`src/rtl/ysyx_24110015_lsu_pkg.sv`:
```
// ysyx_24110015_lsu_pkg: FSM state encoding and RV32 load/store func3 codes shared by the LSU.
package ysyx_24110015_lsu_pkg;
   typedef enum logic [1:0] {IDLE, REQ, WAIT, DONE} state_t;
   typedef enum logic [2:0] {F3_SB = 3'b000, F3_SH = 3'b001, F3_SW = 3'b010} store_f3_t;
   localparam logic [2:0] F3_LB  = 3'b000;
   localparam logic [2:0] F3_LH  = 3'b001;
   localparam logic [2:0] F3_LW  = 3'b010;
   localparam logic [2:0] F3_LBU = 3'b100;
   localparam logic [2:0] F3_LHU = 3'b101;
endpackage

```
`src/rtl/ysyx_24110015_LoadExt.sv`:
```
// ysyx_24110015_LoadExt: sign/zero extension of load data selected by func3; unknown codes give 0.
module ysyx_24110015_LoadExt
   import ysyx_24110015_lsu_pkg::*;
(
   input  logic [2:0]  func3,
   input  logic [31:0] data,
   output logic [31:0] result
);
   always_comb
      result = func3 == F3_LB  ? {{24{data[7]}}, data[7:0]}
             : func3 == F3_LH  ? {{16{data[15]}}, data[15:0]}
             : func3 == F3_LW  ? data
             : func3 == F3_LBU ? {24'd0, data[7:0]}
             : func3 == F3_LHU ? {16'd0, data[15:0]}
             : '0;
endmodule

```
`src/rtl/ysyx_24110015_lsu.sv`:
```
// ysyx_24110015_lsu: load/store unit between execute and write-back with a valid/ready memory bus and response timeout.
// Define YSYX_24110015_LSU_ALIGN_EN to shift store data/strobes and load data by the address byte offset.
module ysyx_24110015_lsu
   import ysyx_24110015_lsu_pkg::*;
#(
   parameter int TIMEOUT_CYC = 1023
) (
   input  logic        clk,
   input  logic        rst,
   input  logic        in_valid,
   output logic        in_ready,
   output logic        out_valid,
   input  logic        out_ready,
   output logic        processing,
   input  logic [31:0] alu_out_i,
   input  logic [31:0] mem_wdata_i,
   input  logic [3:0]  mem_wmask_i,
   input  logic [2:0]  func3_i,
   input  logic        MemRead_i,
   input  logic        MemWrite_i,
   input  logic [31:0] pc_i,
   input  logic [31:0] inst_i,
   input  logic        RegWrite_i,
   input  logic [4:0]  wb_addr_i,
   input  logic        zicsr_i,
   input  logic [31:0] csr_rdata_i,
   input  logic        ebreak_i,
   output logic [31:0] pc_o,
   output logic [31:0] inst_o,
   output logic        RegWrite_o,
   output logic [4:0]  wb_addr_o,
   output logic        zicsr_o,
   output logic [31:0] csr_rdata_o,
   output logic        ebreak_o,
   output logic [31:0] wb_data_o,
   output logic        mem_req_valid,
   input  logic        mem_req_ready,
   output logic [31:0] mem_addr,
   output logic        mem_wen,
   output logic [31:0] mem_wdata,
   output logic [3:0]  mem_wstrb,
   input  logic        mem_resp_valid,
   input  logic [31:0] mem_rdata,
   output logic        access_fault
);
   localparam int CW = $clog2(TIMEOUT_CYC + 1);
   localparam logic [CW-1:0] LAST = CW'(TIMEOUT_CYC - 1);

   state_t        state, state_nx;
   logic [31:0]   alu_q, wdata_q, rdata_q, load_raw, load_ext;
   logic [3:0]    wmask_q;
   logic [2:0]    func3_q;
   logic          read_q, write_q, accept, timeout;
   logic [CW-1:0] cnt;

   assign accept     = in_valid & in_ready;
   assign timeout    = (state == WAIT) && !mem_resp_valid && (cnt == LAST);
   assign processing = accept | (state != IDLE);

   always_ff @(posedge clk)
      state <= !rst ? IDLE : state_nx;

   always_comb begin
      state_nx = state;
      case (state)
         IDLE:    if (accept) state_nx = (MemRead_i | MemWrite_i) ? REQ : DONE;
         REQ:     if (mem_req_ready) state_nx = WAIT;
         WAIT:    if (mem_resp_valid | timeout) state_nx = DONE;
         DONE:    if (out_ready) state_nx = IDLE;
         default: state_nx = IDLE;
      endcase
   end

   always_comb begin
      in_ready      = state == IDLE;
      out_valid     = state == DONE;
      mem_req_valid = state == REQ;
   end

   always_ff @(posedge clk) begin
      if (!rst) begin
         alu_q        <= '0;
         wdata_q      <= '0;
         wmask_q      <= '0;
         func3_q      <= '0;
         read_q       <= 1'b0;
         write_q      <= 1'b0;
         rdata_q      <= '0;
         cnt          <= '0;
         access_fault <= 1'b0;
         pc_o         <= '0;
         inst_o       <= '0;
         RegWrite_o   <= 1'b0;
         wb_addr_o    <= '0;
         zicsr_o      <= 1'b0;
         csr_rdata_o  <= '0;
         ebreak_o     <= 1'b0;
      end else begin
         access_fault <= timeout;
         if (accept) begin
            alu_q       <= alu_out_i;
            wdata_q     <= mem_wdata_i;
            wmask_q     <= mem_wmask_i;
            func3_q     <= func3_i;
            read_q      <= MemRead_i;
            write_q     <= MemWrite_i;
            pc_o        <= pc_i;
            inst_o      <= inst_i;
            RegWrite_o  <= RegWrite_i;
            wb_addr_o   <= wb_addr_i;
            zicsr_o     <= zicsr_i;
            csr_rdata_o <= csr_rdata_i;
            ebreak_o    <= ebreak_i;
         end
         if (state == REQ && mem_req_ready)
            cnt <= '0;
         else if (state == WAIT)
            cnt <= cnt + 1'b1;
         // a timed-out access returns zero data
         if (state == WAIT && (mem_resp_valid | timeout))
            rdata_q <= mem_resp_valid ? mem_rdata : '0;
      end
   end

   assign mem_addr = alu_q;
   assign mem_wen  = write_q;
`ifdef YSYX_24110015_LSU_ALIGN_EN
   assign mem_wstrb = wmask_q << alu_q[1:0];
   assign mem_wdata = wdata_q << {alu_q[1:0], 3'b000};
   assign load_raw  = rdata_q >> {alu_q[1:0], 3'b000};
`else
   assign mem_wstrb = wmask_q;
   assign mem_wdata = wdata_q;
   assign load_raw  = rdata_q;
`endif

   ysyx_24110015_LoadExt u_ext (
      .func3  (func3_q),
      .data   (load_raw),
      .result (load_ext)
   );

   assign wb_data_o = read_q ? load_ext : alu_q;
endmodule

```
`config.mk`:
```
export PLATFORM = sky130hd
export DESIGN_NAME = ysyx_24110015_lsu
export DESIGN_NICKNAME = d
export VERILOG_FILES = /design/src/rtl/ysyx_24110015_lsu_pkg.sv /design/src/rtl/ysyx_24110015_LoadExt.sv /design/src/rtl/ysyx_24110015_lsu.sv
export SDC_FILE = /design/constraint.sdc
export NUM_CORES = 1
export LEC_CHECK = 0
export BUFFER_PORTS_ARGS = -buffer_cell sky130_fd_sc_hd__buf_2
export CORE_AREA = 8 8 160 162
export DETAILED_ROUTE_END_ITERATION = 10
export DIE_AREA = 0 0 168 170
export PLACE_DENSITY = 0.68
export SKIP_CTS_REPAIR_TIMING = 1
export SLEW_MARGIN = 40
export SYNTH_ARGS = -nofsm -noshare
export SYNTH_HDL_FRONTEND = slang
export SYNTH_SLANG_ARGS = --single-unit
```
`constraint.sdc`:
```
create_clock -name clk -period 3.7 [get_ports clk]
set_input_delay 0.37 -clock clk [delete_from_list [all_inputs] [get_ports clk]]
set_output_delay 0.37 -clock clk [all_outputs]
set_load 0.05 [all_outputs]
```
-- Yosys cells after proc, flatten, opt, wreduce, memory -nomap -nowiden
Cells that the tools add are included.
- register bits after elaboration: 222
- output and inout bits: 210
- input bits: 215
- word-level logic and storage cells: 58
- equality and inequality tests: 12
- muxes and demuxes: 13
- bitwise operators: 5
- add/sub/neg operators: 1
- reduce and logical (&&, ||, !) cells: 10
- operators with widths (kind ; count):
    $mux W32 ; 6
    $mux W16 ; 1
    $add A10 B1 Y10 const B ; 1
    $eq A10 B10 Y1 const B ; 1
    $mux W2 ; 5
    $ne A2 B1 Y1 const B ; 4
    $pmux W2 S4 ; 1
    $eq A3 B3 Y1 const B ; 2
    $eq A2 B2 Y1 const B ; 2
    $logic_and A1 B1 Y1 ; 4
    $reduce_and A4 Y1 ; 1
    $eq A3 B1 Y1 const B ; 1
    $eq A3 B2 Y1 const B ; 1
    $logic_not A3 Y1 ; 1
    $or A1 B1 Y1 ; 3
    $eq A2 B1 Y1 const B ; 1
    $logic_not A2 Y1 ; 1
    $reduce_bool A2 Y1 ; 1
    $reduce_or A2 Y1 ; 1
    $and A1 B1 Y1 ; 1
    $logic_not A1 Y1 ; 1
    $not A1 Y1 ; 1

-- Logic depth before layout (Yosys ltp)
Gate-level depths: netlist of the first run.
- depth in word-level cells: 7
- mapped depth: 9
- mapped depth without buffers: 6

-- Cells and area by module
A second synthesis of the first run with hierarchy kept.
- cells, all modules: 1026
- area total of the unflattened synthesis: 8730.9 um^2
- by module, submodules not included (module ; times used ; area an instance (um^2) ; cells an instance ; sequential area each (um^2)):
    ysyx_24110015_lsu ; 1 ; 8075.2 ; 953 ; 4444.3
    ysyx_24110015_LoadExt ; 1 ; 655.6 ; 73 ; 0.0

-- Least setup slack after synthesis of the first run
OpenSTA, ideal clock, no wires.
- path kind: register -> output
- start point: register alu_q[0] (netlist: mem_addr[0])
- end point: output wb_data_o[0]
- stages on the path, launching flop included: 3
- path buffers: 0
- arrival time: 1799 ps
- slack: 1531 ps
- data required time: 3330 ps
- cells stage by stage: dfxtp_1 -> inv_1 -> o21ai_0
- cells in the longest elaborated chain, start to end: 1
- ends and longest elaborated chain (item ; RTL line ; text):
    from (decl) ; ysyx_24110015_lsu.sv:50 ; logic [31:0] alu_q, wdata_q, rdata_q, load_raw, load_ext;
    from (signal assigned) ; ysyx_24110015_lsu.sv:101 ; alu_q <= alu_out_i;
    $mux W32 ; ysyx_24110015_lsu.sv:143 ; assign wb_data_o = read_q ? load_ext : alu_q;
    to (decl) ; ysyx_24110015_lsu.sv:35 ; output logic [31:0] wb_data_o,
No other way between the ends.

-- Worst setup path after layout of the first run
- start point: register func3_q[2]
- end point: output wb_data_o[24]
- cells in the longest elaborated chain, start to end: 5
- elaborated cells on any way between the ends: 7
- those cells by class: eq/ne (2); mux (4); reduce/logical (1)
- ends and longest elaborated chain (item ; RTL line ; text):
    from (decl) ; ysyx_24110015_lsu.sv:52 ; logic [2:0] func3_q;
    from (signal assigned) ; ysyx_24110015_lsu.sv:104 ; func3_q <= func3_i;
    $eq A3 B2 Y1 ; ysyx_24110015_LoadExt.sv:12 ; : func3 == F3_LW ? data
    $mux W32 ; ysyx_24110015_LoadExt.sv:12 ;
    $mux W32 ; ysyx_24110015_LoadExt.sv:11 ; : func3 == F3_LH ? {{16{data[15]}}, data[15:0]}
    $mux W32 * ; ysyx_24110015_LoadExt.sv:10 ; result = func3 == F3_LB ? {{24{data[7]}}, data[7:0]}
    $mux W32 * ; ysyx_24110015_lsu.sv:143 ;
Mark *: on every way between the ends. The rest lies on a longest branch, timed or not.

==> results.md, run 1 <==
- The cell area after technology mapping is 8260 um^2.
- STA classifies the critical path startpoint as a flip-flop.
- The post-route minimum period is 2540 ps.
- In this run the power density over the cells is 780 nW/um^2.
- The worst setup slack for register-to-register paths is 1540 ps.
- For this configuration, the core starts out at a cell density of 0.358.
- The final max-slew violation count is 0.
- Data on the critical path is required at its endpoint by 3330 ps.
- Across the VDD grid, the largest voltage drop is 0.417 mV.
- The tree built by TritonCTS fans out to 222 sinks.
- The number of fill cells in the layout is 2270.
- The remaining antenna violation count is 0.
- Among all cell types in the netlist, the one instantiated most often is nand2_1.
- In this run the number of H-tree levels came out at 1.
- The via count of the first global-routing pass came to 8028.
- The number of gates on the worst path with buffers counted is 6.
- For this run, design rule violations remaining after detail routing come to 0.
- The critical path startpoint is func3_q[2].
- The Yosys step of the flow raised 0 warnings.
- The startpoint identified for the worst hold timing path is mem_resp_valid.
- After technology mapping, the gate count stands at 1030.
- Dividing the detail-routed wire length by the instance count gives 16.4 um.
- The number of antenna violations at the first check in global routing is 2.
- Of the post-synthesis cell area, the dominant cell type holds 0.538.
- The via-per-instance ratio is 4.85.
- The worst reg-to-reg path cell count is 6.
- Setup repair after global routing left no endpoint under its margin.
- In this run the critical register-to-register path is launched from state[0].
- The first routing iteration left 730 violations.
- The flow ran to the end, and the final reports show no timing, DRC or antenna violations.
- Clock tree synthesis selected as its root buffer the cell clkbuf_16.
- Clock skew on the completed layout was measured at 14.7 ps.
- The max-slew headroom at the worst pin is 0.561.
- Entering global routing, the biggest net connects 95 pins.
- In this run the cell area measured after placement is 10500 um^2.
- The path class of the tightest hold or removal check is in -> reg.
- The design draws 8.85 mW.
- The layout net count is 1637.
- The proportion of layout cells with a drive suffix above 1 is 0.338.
- TritonCTS built the clock tree.
- Clock latency on the worst-skew pair, taken at its later pin, is 510 ps.
- The worst reg2reg path endpoint is wb_addr_o[1].
- After clock tree synthesis, the clock-pin slew on the worst setup and hold paths is 60 ps.
- The worst setup path is captured at a primary output.
- Counting distinct cell types in the post-synthesis netlist gives 37.
- 425 I/O pins were placed.
- The number of nets handed over by synthesis was 1251.
- The library cell occupying the most area in the post-synthesis netlist is dfxtp_1.
- The analysis attributes to cell leakage a power of 5.31 nW.
- The floorplan has 56 rows.
- The sum of negative setup slack is 0 ps.
- The critical path class is reg -> out.
- The die covers 28600 um^2.
- The final RePlAce weighted congestion is 0.860.
- The overall die width is 168 um.
- The longest individual stage delay on the worst path is 350 ps.
- The number of flops mapped to enable cells by yosys is 0.
- The primary flip-flop cell chosen by synthesis mapping is dfxtp_1.
- Setup violations remaining at the end of the flow were counted as 0.
- In the post-synthesis netlist, the biggest area contributors are dfxtp_1, nand2_1, a21oi_1, a22o_1, clkbuf_1.
- Once layout is done, the placed cells without fillers occupy 11300 um^2.
- Wires add up to 28.2 mm.
- The commonest cells after synthesis are nand2_1, dfxtp_1, a21oi_1.
- For this run, the top clock speed supported by timing is 393 MHz.
- The last element of the critical path is wb_data_o[24].
- The final route contains 8362 vias.
- The region available for standard cell placement spans 23100 um^2.
- The wire-length estimate of the detail-placed layout is 20.5 mm.
- Compared with the post-synthesis result, the final layout area differs by 37.4%.
- Of the available clock period, the critical path in the final layout requires 0.687.
- Counting both buffers and inverters, the worst setup path holds a total of 2.
- Measured on the finished design, the core utilization comes to 0.492.
- In this run the worst path has a maximum fanout of 16.
- The floorplan die height is 170 um.
- The fraction of registers with async set/reset is 0.
- Buffers inserted during clock tree synthesis total 25.
- The critical path goes through nor4bb_2, buf_4, a21oi_1, o21ai_0, o21a_1, buf_2.
- Counting flops and latches in the post-synthesis netlist gives 222.
- The hold violation total from the final report is 0.
- At the pin with the least slew margin, the transition time is 658 ps.
- The all-layer global routing usage is 0.182.
- For the worst setup path, the data arrival time is 2170 ps.
- A synthesized cell averages 8.02 um^2.
- For this design, the slowest cell found on the critical path is dfxtp_1.
- Counting along the longest clock path gives a buffer depth of 3.
- The count of buffers added on input and output ports is 424.
- The number of max-cap violations is 0.
- The wire length of the first global-routing pass is 42.9 mm.
- The pre-antenna-repair detailed-routing pass consisted of 6 iterations.
- Among cell families on the critical path, the largest total delay comes from buffers and inverters.
- Of the synthesized area, sequential elements account for 0.538.
- The global-route congestion overflow total is 0.
[worst reg2reg max path: cells and delay by family (launching register included)]
family                     cells  cell delay (ps)
DFF                            1              360
and+or+nand+nor                2              630
buffers and inverters          2              660
AOI/OAI and AO/OA              1              150
adders and majority gates      1              300
[registers in the layout (all words and copies together), names as in the netlist, 2 cells and up]
name         count
mem_wdata       32
csr_rdata_o     32
mem_wstrb        4
load_raw        32
cnt             10
pc_o            32
state            2
mem_addr        32
func3_q          3
wb_addr_o        5
inst_o          32
[layout by cell type (no fill, tap or decap), drive strengths merged, types with 2 or more instances in the layout]
cell / n
a21oi: 201
nand4: 2
nand3: 4
and2: 4
and4: 2
clkinv: 5
and3: 3
nor2: 21
nand2: 375
dfxtp: 222
a211oi: 2
buf: 437
xor2: 8
ha: 6
clkbuf: 36
inv: 14
o21a: 16
o22ai: 2
nand2b: 3
o21ai: 25
a22o: 32
[area by class of cell]
cell class	count	area, um^2	share of cell area
clock inverter	7	62.6	0.00551
timing repair buffer	437	2260	0.199
sequential	222	4440	0.392
tap	290	363	0.0320
inverter	14	57.6	0.00507
antenna	1	2.50	0.000221
clock buffer	36	737	0.0649
multi-input combinational	716	3420	0.302
[power breakdown]
part	internal, mW	switching, mW
combinational	0.827	2.66
sequential	2.78	0.209
clock	1.44	0.945
total	5.04	3.81
[logic make-up (layout without fill, tap and decap cells)]
| logic type | after synthesis | in the layout | share of synthesized area |
|---|---|---|---|
| other cells | 0 | 1 | 0 |
| simple gates | 417 | 417 | 0.197 |
| mux | 1 | 1 | 0.00136 |
| xor+xnor | 9 | 9 | 0.00955 |
| flops | 222 | 222 | 0.538 |
| buf+inv | 92 | 494 | 0.0491 |
| fa+ha+maj | 6 | 6 | 0.00909 |
| compound gates | 283 | 283 | 0.195 |
[routing by layer]
metal,wire (um),vias up,GRT usage
met4,813,2,0.0629
met2,13500,345,0.313
li1,-,4152,-
met1,10900,3808,0.204
met5,13,-,0
met3,2880,55,0.0672
[worst min path at each step]
stage | endpoint | slack [ps] | depth (start not counted)
after floorplan | load_raw[0] | 440 | 1
after global placement | csr_rdata_o[24] | 440 | 2
after detailed placement | pc_o[6] | 440 | 2
after CTS | access_fault | 30 | 2
after global routing | access_fault | 60 | 2
final | access_fault | 60 | 2
[per-stage QoR]
step | hold WS, ps | worst slack, ps | cells
floorplan | 442 | 1530 | 1030
global placement | 438 | 1500 | 1678
detailed placement | 444 | 1450 | 1678
CTS | 28.2 | 1090 | 1721
global route | 56.2 | 1040 | 1723
finish | 55.8 | 1160 | 1723
No activity file was read; power rests on OpenSTA's default activity.
==> run 2, diff against run 1 <==
Settings changed: PLACE_DENSITY 0.68 to 0.7.
Clock period 3.7 ns to 2.25 ns, I/O delays scaled along.
==> run 2 against run 1 <==
The run now ends with hold timing left. Final cell count is 12% higher. Die area unchanged. Largest cell class is now buffers. Clock skew fell by 4.2 ps. Sequential cell count is the same. Sequential share of layout area is 6.7 points lower. Critical path depth did not move. First-iteration DRC count is 4.1% lower. Clock-buffer cell count decreased by 3.
==> results.md, run 2 (synthesis results as in run 1) <==
- The first-iteration detailed-routing DRC count is 700 (-4.1%).
- TritonCTS built the clock tree.
- The top cell types in the final layout, fill and taps aside, are buf_2, nand2_1, dfxtp_1.
- The final RePlAce weighted congestion is 0.846 (-1.7%).
- The final max-slew violation count is 0 (unchanged).
- Dividing the final minimum period by the clock period gives 0.996.
- The final cell area excluding filler cells is 13700 um^2 (+21%).
- The global-route congestion overflow total came to 0 (unchanged).
- The largest fanout of any net on the critical path is 8 (-8).
- The cell with the largest stage delay on the worst path is nor4bb_4.
- The cell that appears most often on the critical path is buf_6.
- The endpoint type of the worst setup path is a primary output.
- The maximum number of pins on one net before global-route repair came to 181 (+91%).
- The overall die width is 168 um (unchanged).
- The CTS clock-pin slew for the worst setup and hold paths was 60 ps (about the same).
- The post-route worst setup slack came to 9.83 ps (-1150 ps).
- The longest individual stage delay on the worst path was 400 ps (+50 ps).
- The number of buffer and inverter instances along the worst setup path came to 2 (unchanged).
- The wire length of the first global-routing pass is 43.2 mm (+0.89%).
- The number of max-cap violations is 0 (unchanged).
- The highest clock rate is 446 MHz.
- The utilization of the core after routing is 0.595 (+0.102).
- The hold violation total from the final report is 1 (+1).
- The core region area is 23100 um^2 (unchanged).
- The via count of the first global-routing pass was 8129 (+1.3%).
- The ratio of total power to cell area is 1140 nW/um^2 (+46%).
- The floorplan die height was 170 um (unchanged).
- The type of element launching the critical path is a flip-flop.
- The final hold slack is -2.45 ps (-58.2 ps).
- The total of endpoints with negative setup slack in the final report is 0 (unchanged).
- The number of antenna violations at the first check in global routing is 2 (unchanged).
- The data arrival time of the critical path is 2020 ps (-150 ps).
- The number of port buffers was 424 (unchanged).
- The worst setup path is of the reg -> out kind.
- The die outline area is 28600 um^2 (unchanged).
- The maximum clock path buffer count is 3 (unchanged).
- The via-per-instance ratio is 4.94 (+1.8%).
- The remaining antenna violation count is 0 (unchanged).
- In this run the clock root is driven by a clkbuf_16.
- The number of placed cells counting well taps was 1682 (+0.24%).
- The worst clock skew was 10.5 ps (-4.23 ps).
- Relative to the synthesized area, the layout overhead comes to 66.0%.
- The worst-skew pair later-pin latency came to 510 ps (about the same).
- The starting utilization of the core area is 0.358 (unchanged).
- The max-slew headroom at the worst pin is 0.372 (-0.189).
- The worst path needs 2240 ps of the cycle, external delays included.
- The gate family responsible for the most delay along the worst path is simple AND/OR/NAND/NOR gates.
- The worst ir drop on vdd is 0.810 mV (+94%).
- The via count is 9559 (+14%).
- The layout net count is 1846 (+13%).
- Setup repair after global routing could not meet its margin everywhere.
- The worst min-delay path category is in -> reg.
- The all-layer global routing usage is 0.184 (+0.00245).
- The number of H-tree levels is 1 (unchanged).
- The filler-free cell count of the finished design came to 1934 (+12%).
- The number of top-level pins is 425 (unchanged).
- Traced cell by cell, the critical path runs through nor4bb_4, buf_6, a21oi_1, o21ai_1, o21a_1, buf_6.
- The proportion of layout cells with a drive suffix above 1 is 0.305 (-0.0329).
- The number of cell rows was 56 (unchanged).
- The final reports fail on hold timing.
- The flow ran to the end, but the final reports show violations.
- The iteration count of the initial detailed-routing pass is 5 (-1).
- The data required time at the worst endpoint is 2030 ps (-1300 ps).
- The half-perimeter wire length of the detailed placement result was 20.5 mm (about the same).
- The total DRC errors in the routed layout is 0 (unchanged).
- The final wirelength is 33.7 mm (+20%).
- The number of fill cells in the layout is 1813 (-20%).
- The slew at the pin with the worst max-slew slack is 942 ps (+284 ps).
- The sink count of the clock tree is 222 (unchanged).
- The worst setup slack after placement came to 212 ps (-1240 ps).
- The overall power of the completed layout is 15.6 mW (+76%).
- The placed cell area is 10600 um^2 (+0.96%).
- The most common cell after layout, fill and taps aside is buf_2.
- The reported leakage power came to 6.27 nW (+18%).
- The number of CTS-inserted buffers is 25 (unchanged).
- The average wire per standard cell is 17.4 um (+6.6%).
- The sum of negative setup slack is 0 ps (unchanged).
-- run 2: changes by cell type in the layout (fill, tap and decap cells not counted), sizes merged --
cell         previous run  this run
buf                   437       442
bufinv                  1         3
clkbuf                 36        33
clkinv                  5         7
diode                   1         2
dlygate4sd3             0       204
-- run 2: worst reg2reg max path, stage by stage (launching register included) --
cell     delay, ps
dfxtp_1        330
inv_1          100
ha_1           310
and2_4         440
buf_12         280
nand2_1        160
a21oi_1        170
-- run 2: worst paths after layout --
kind	startpoint	end	slack [ps]	cells after the start
worst max-delay path	func3_q[0]	wb_data_o[24]	10	6
worst min-delay path	alu_out_i[2]	mem_addr[2]	-2	3
worst max register to register	state[1]	zicsr_o	380	6
worst min register to register	inst_o[15]	inst_o[15]	450	2
-- run 2: final cells by class --
| cell class | count | area, um^2 | share of cell area |
|---|---|---|---|
| inverters | 14 | 57.6 | 0.00420 |
| clock inverters | 11 | 133 | 0.00968 |
| clock buffers | 33 | 726 | 0.0529 |
| multi-input cells | 716 | 3460 | 0.252 |
| repair buffers | 646 | 4520 | 0.330 |
| well taps | 290 | 363 | 0.0265 |
| diodes | 2 | 5.00 | 0.000365 |
| flip-flops and latches | 222 | 4450 | 0.325 |
-- run 2: power breakdown --
group | total [mW] | internal [mW] | switching [mW]
registers | 4.95 | 4.57 | 0.377
clock network | 4.21 | 2.60 | 1.61
logic | 6.44 | 1.83 | 4.61
-- run 2: per-layer routing --
metal / vias to the layer above / track usage / wire length (um)
li1: 4574 / - / -
met4: 2 / 0.0543 / 1140
met5: - / 0 / 13
met2: 442 / 0.321 / 17100
met1: 4449 / 0.203 / 12400
met3: 92 / 0.0753 / 3050
==> run 3, diff against run 2 <==
Settings changed: ABC_AREA set to 1, CORE_AREA 8 8 160 162 to 8 8 161 163, DIE_AREA 0 0 168 170 to 0 0 169 171.
==> run 3 against run 2 <==
The run still ends with hold timing left. Combinational power is 37% higher. Register-to-register slack better by 40 ps. Synthesized area is 1.4% higher. Setup slack better by 72 ps. Final area is 8.2% lower. Global-route usage is 1.6 points higher. Clock skew is 1.4 ps higher. Critical path type unchanged. Largest cell class is now sequential cells. Largest power group unchanged. Highest routed layer unchanged.
==> results.md, run 3 <==
- The number of top-level pins is 425 (unchanged).
- The proportion of total power due to net switching is 0.492 (+0.0689).
- The sink count of the clock tree was 222 (unchanged).
- The final hold slack came to -36.3 ps (-33.8 ps).
- The total of endpoints with negative setup slack in the final report is 0 (unchanged).
- In this run the critical register-to-register path is captured at load_raw[27].
- The remaining antenna violation count is 0 (unchanged).
- The total DRC errors in the routed layout came to 0 (unchanged).
- The CTS clock-pin slew for the worst setup and hold paths is 60 ps (about the same).
- The number of max-cap violations came to 0 (unchanged).
- The average wire per standard cell is 17.0 um (-2.7%).
- The worst setup path is launched from a flip-flop.
- The most common cell after layout, fill and taps aside is buf_2.
- The core region area was 23300 um^2 (+0.91%).
- The filler-free cell count of the finished design is 1953 (+0.98%).
- The final cell area excluding filler cells is 12600 um^2 (-8.2%).
- The sequential power share was 0.308 (-0.009).
- The maximum clock path buffer count is 3 (unchanged).
- The average cell area after synthesis came to 7.45 um^2 (-7.0%).
- The worst reg-to-reg path cell count is 9 (+3).
- The root buffer cell chosen for the clock tree is clkbuf_16.
- For this run, the leading register cell type out of synthesis is dfxtp_1.
- The number of port buffers is 424 (unchanged).
- The cell count after synthesis is 1124 (+9.1%).
- The max-slew headroom at the worst pin is 0.579 (+0.207).
- The ratio of total power to cell area came to 1460 nW/um^2 (+28%).
- The part of the power in combinational logic was 0.480 (+0.067).
- The hold violation total from the final report is 69 (+68).
- The iteration count of the initial detailed-routing pass is 5 (unchanged).
- The final RePlAce weighted congestion came to 0.973 (+15%).
- The checks that failed: hold timing.
- The via-per-instance ratio was 4.82 (-2.4%).
- The number of placed cells counting well taps is 1811 (+7.7%).
- The internal power summed over all cells is 9.33 mW (+3.8%).
- The library cell occupying the most area in the post-synthesis netlist is dfxtp_1.
- The power dissipated by switching net loads is 9.04 mW (+37%).
- The proportion of layout cells with a drive suffix above 1 was 0.306 (+0.000644).
- The wire length of the first global-routing pass is 46.9 mm (+8.5%).
- The sum of negative setup slack is 0 ps (unchanged).
- The net count of the mapped netlist is 1345 (+7.5%).
- The endpoint type of the worst setup path is a primary output.
- The worst clock skew is 11.9 ps (+1.37 ps).
- Setup repair after global routing could not meet its margin everywhere.
- The worst setup slack for register-to-register paths is 420 ps (+40 ps).
- The last element of the critical path is wb_data_o[3].
- The final wirelength was 33.2 mm (-1.7%).
- The final clock period utilization by the worst path is 0.964 (-0.0321).
- The layout net count is 1837 (-0.49%).
- The number of warnings reported in the yosys synthesis log was 0 (unchanged).
- The data arrival time of the critical path is 1940 ps (-80 ps).
- The maximum number of pins on one net before global-route repair came to 122 (-33%).
- By area the synthesized netlist is led by dfxtp_1, nor2_1, o21ai_0, nand2_1, a21oi_1.
- The first-iteration detailed-routing DRC count came to 665 (-5.0%).
- The number of H-tree levels is 1 (unchanged).
- The via count is 9420 (-1.5%).
- The number of cell rows is 56 (unchanged).
- Sorting the synthesized cells by how often they occur yields nor2_1, dfxtp_1, o21ai_0.
- The worst-skew pair later-pin latency came to 510 ps (about the same).
- The via count of the first global-routing pass is 8583 (+5.6%).
- The origin of the critical flop-to-flop path is state[0].
- The largest fanout of any net on the critical path is 8 (unchanged).
- The half-perimeter wire length of the detailed placement result is 23.6 mm (+15%).
- In the layout the commonest cells are buf_2, nor2_1, dfxtp_1.
- The die outline area is 28900 um^2 (+1.2%).
- The proportion of power drawn by the clock network is 0.213 (-0.057).
- The final max-slew violation count is 0 (unchanged).
- TritonCTS built the clock tree.
- The sequential fraction of the synthesis area is 0.531 (-0.00764).
- The critical path class is reg -> out.
- The global-route congestion overflow total is 0 (unchanged).
- The growth of design area from synthesis to finish is 50.2%.
- The cell area after technology mapping is 8380 um^2 (+1.4%).
- The number of library cell types mapped by synthesis is 29 (-22%).
- The worst min-delay path category is in -> reg.
- The most frequent cell after synthesis is nor2_1.
- The number of CTS-inserted buffers is 25 (unchanged).
- The data required time at the worst endpoint came to 2030 ps (about the same).
- The flip-flop and latch count after synthesis is 222 (unchanged).
- The floorplan die height came to 171 um (+0.59%).
- The starting utilization of the core area is 0.360 (+0.00187).
- The number of flops mapped to enable cells by yosys is 0 (unchanged).
- The number of antenna violations at the first check in global routing came to 3 (+1).
- The worst ir drop on vdd is 0.941 mV (+16%).
- The post-route minimum period is 2170 ps (-72.1 ps).
- The placed cell area is 10800 um^2 (+1.4%).
- The run finished, with violations left.
- The area fraction of the dominant cell type after synthesis was 0.531 (-0.00764).
- The overall die width is 169 um (+0.60%).
- The critical path startpoint is func3_q[2].
- The reported leakage power came to 5.95 nW (-5.1%).
- The fraction of registers with async set/reset is 0 (unchanged).
- The all-layer global routing usage is 0.201 (+0.0165).
- The slew at the pin with the worst max-slew slack is 628 ps (-314 ps).
- The highest clock rate is 461 MHz (+3.3%).
-- run 3: cell count changes in the layout (fill, tap and decap cells not counted), moves of 15 or more --
cell	before	now
a31oi_1	0	15
a22o_1	32	0
dlygate4sd3_1	204	97
o21ai_0	12	180
nor2_1	21	387
a21oi_1	198	51
o21a_1	16	0
nand3_1	4	31
buf_6	18	0
nand2_1	374	111
-- run 3: layout make-up --
class / instances / area [um^2]
clock buffer: 37 / 721
multi-input combinational: 803 / 3520
clock inverter: 6 / 61.3
fill: 2178 / 10700
antenna: 2 / 5.00
tap: 319 / 399
sequential: 222 / 4450
inverter: 22 / 90.1
timing repair buffer: 542 / 3340
-- run 3: power groups by stage --
stage / clock network (mW) / registers [mW] / logic (mW)
6_report: 3.91 / 5.65 / 8.81
5_1_grt: 4.16 / 5.77 / 9.38
4_1_cts: 3.99 / 5.64 / 8.63
3_5_place_dp: 0 / 5.71 / 8.61
3_3_place_gp: 0 / 5.67 / 8.56
2_1_floorplan: 0 / 8.75 / 3.23
-- run 3: logic make-up (layout without fill, tap and decap cells) --
group,Yosys count,in the layout,synth area share
buffers and inverters,99,607,0.0527
other,0,2,0
and+or+nand+nor,543,543,0.252
adders and majority gates,6,6,0.00896
DFF,222,222,0.531
xor gates and xnor gates,2,2,0.00209
AOI/OAI and AO/OA,252,252,0.154
-- run 3: how the worst min path moves through the flow --
| stage | from | to | slack [ps] | cells past startpoint |
|---|---|---|---|---|
| final | alu_out_i[4] | mem_addr[4] | -40 | 3 |
| after global routing | alu_out_i[31] | mem_addr[31] | -10 | 3 |
| after detailed placement | load_raw[21] | load_raw[21] | 460 | 2 |
| after CTS | ebreak_i | ebreak_o | -60 | 3 |
| after global placement | load_raw[31] | load_raw[31] | 450 | 2 |
| after floorplan | mem_rdata[0] | load_raw[0] | 370 | 2 |
-- run 3: per-stage QoR --
stage,setup WS [ps],power (mW),util
2_1_floorplan,204,12.0,-
3_3_place_gp,417,14.2,0.464
3_5_place_dp,369,14.3,0.464
4_1_cts,-182,18.3,0.497
5_1_grt,-44.4,19.3,0.541
6_report,82.0,18.4,0.541
-- run 3: metal layers --
| metal | GRT usage | share of wire |
|---|---|---|
| met1 | 0.223 | 0.38 |
| met2 | 0.347 | 0.49 |
| met3 | 0.0710 | 0.10 |
| met4 | 0.0781 | 0.037 |
| met5 | 0 | 0.00078 |
-- run 3: critical path, stage by stage, from the launching register on --
cell     delay (ps)
dfxtp_1         350
o21ai_1         530
nand3_1         190
nand2_1         100
buf_2           260
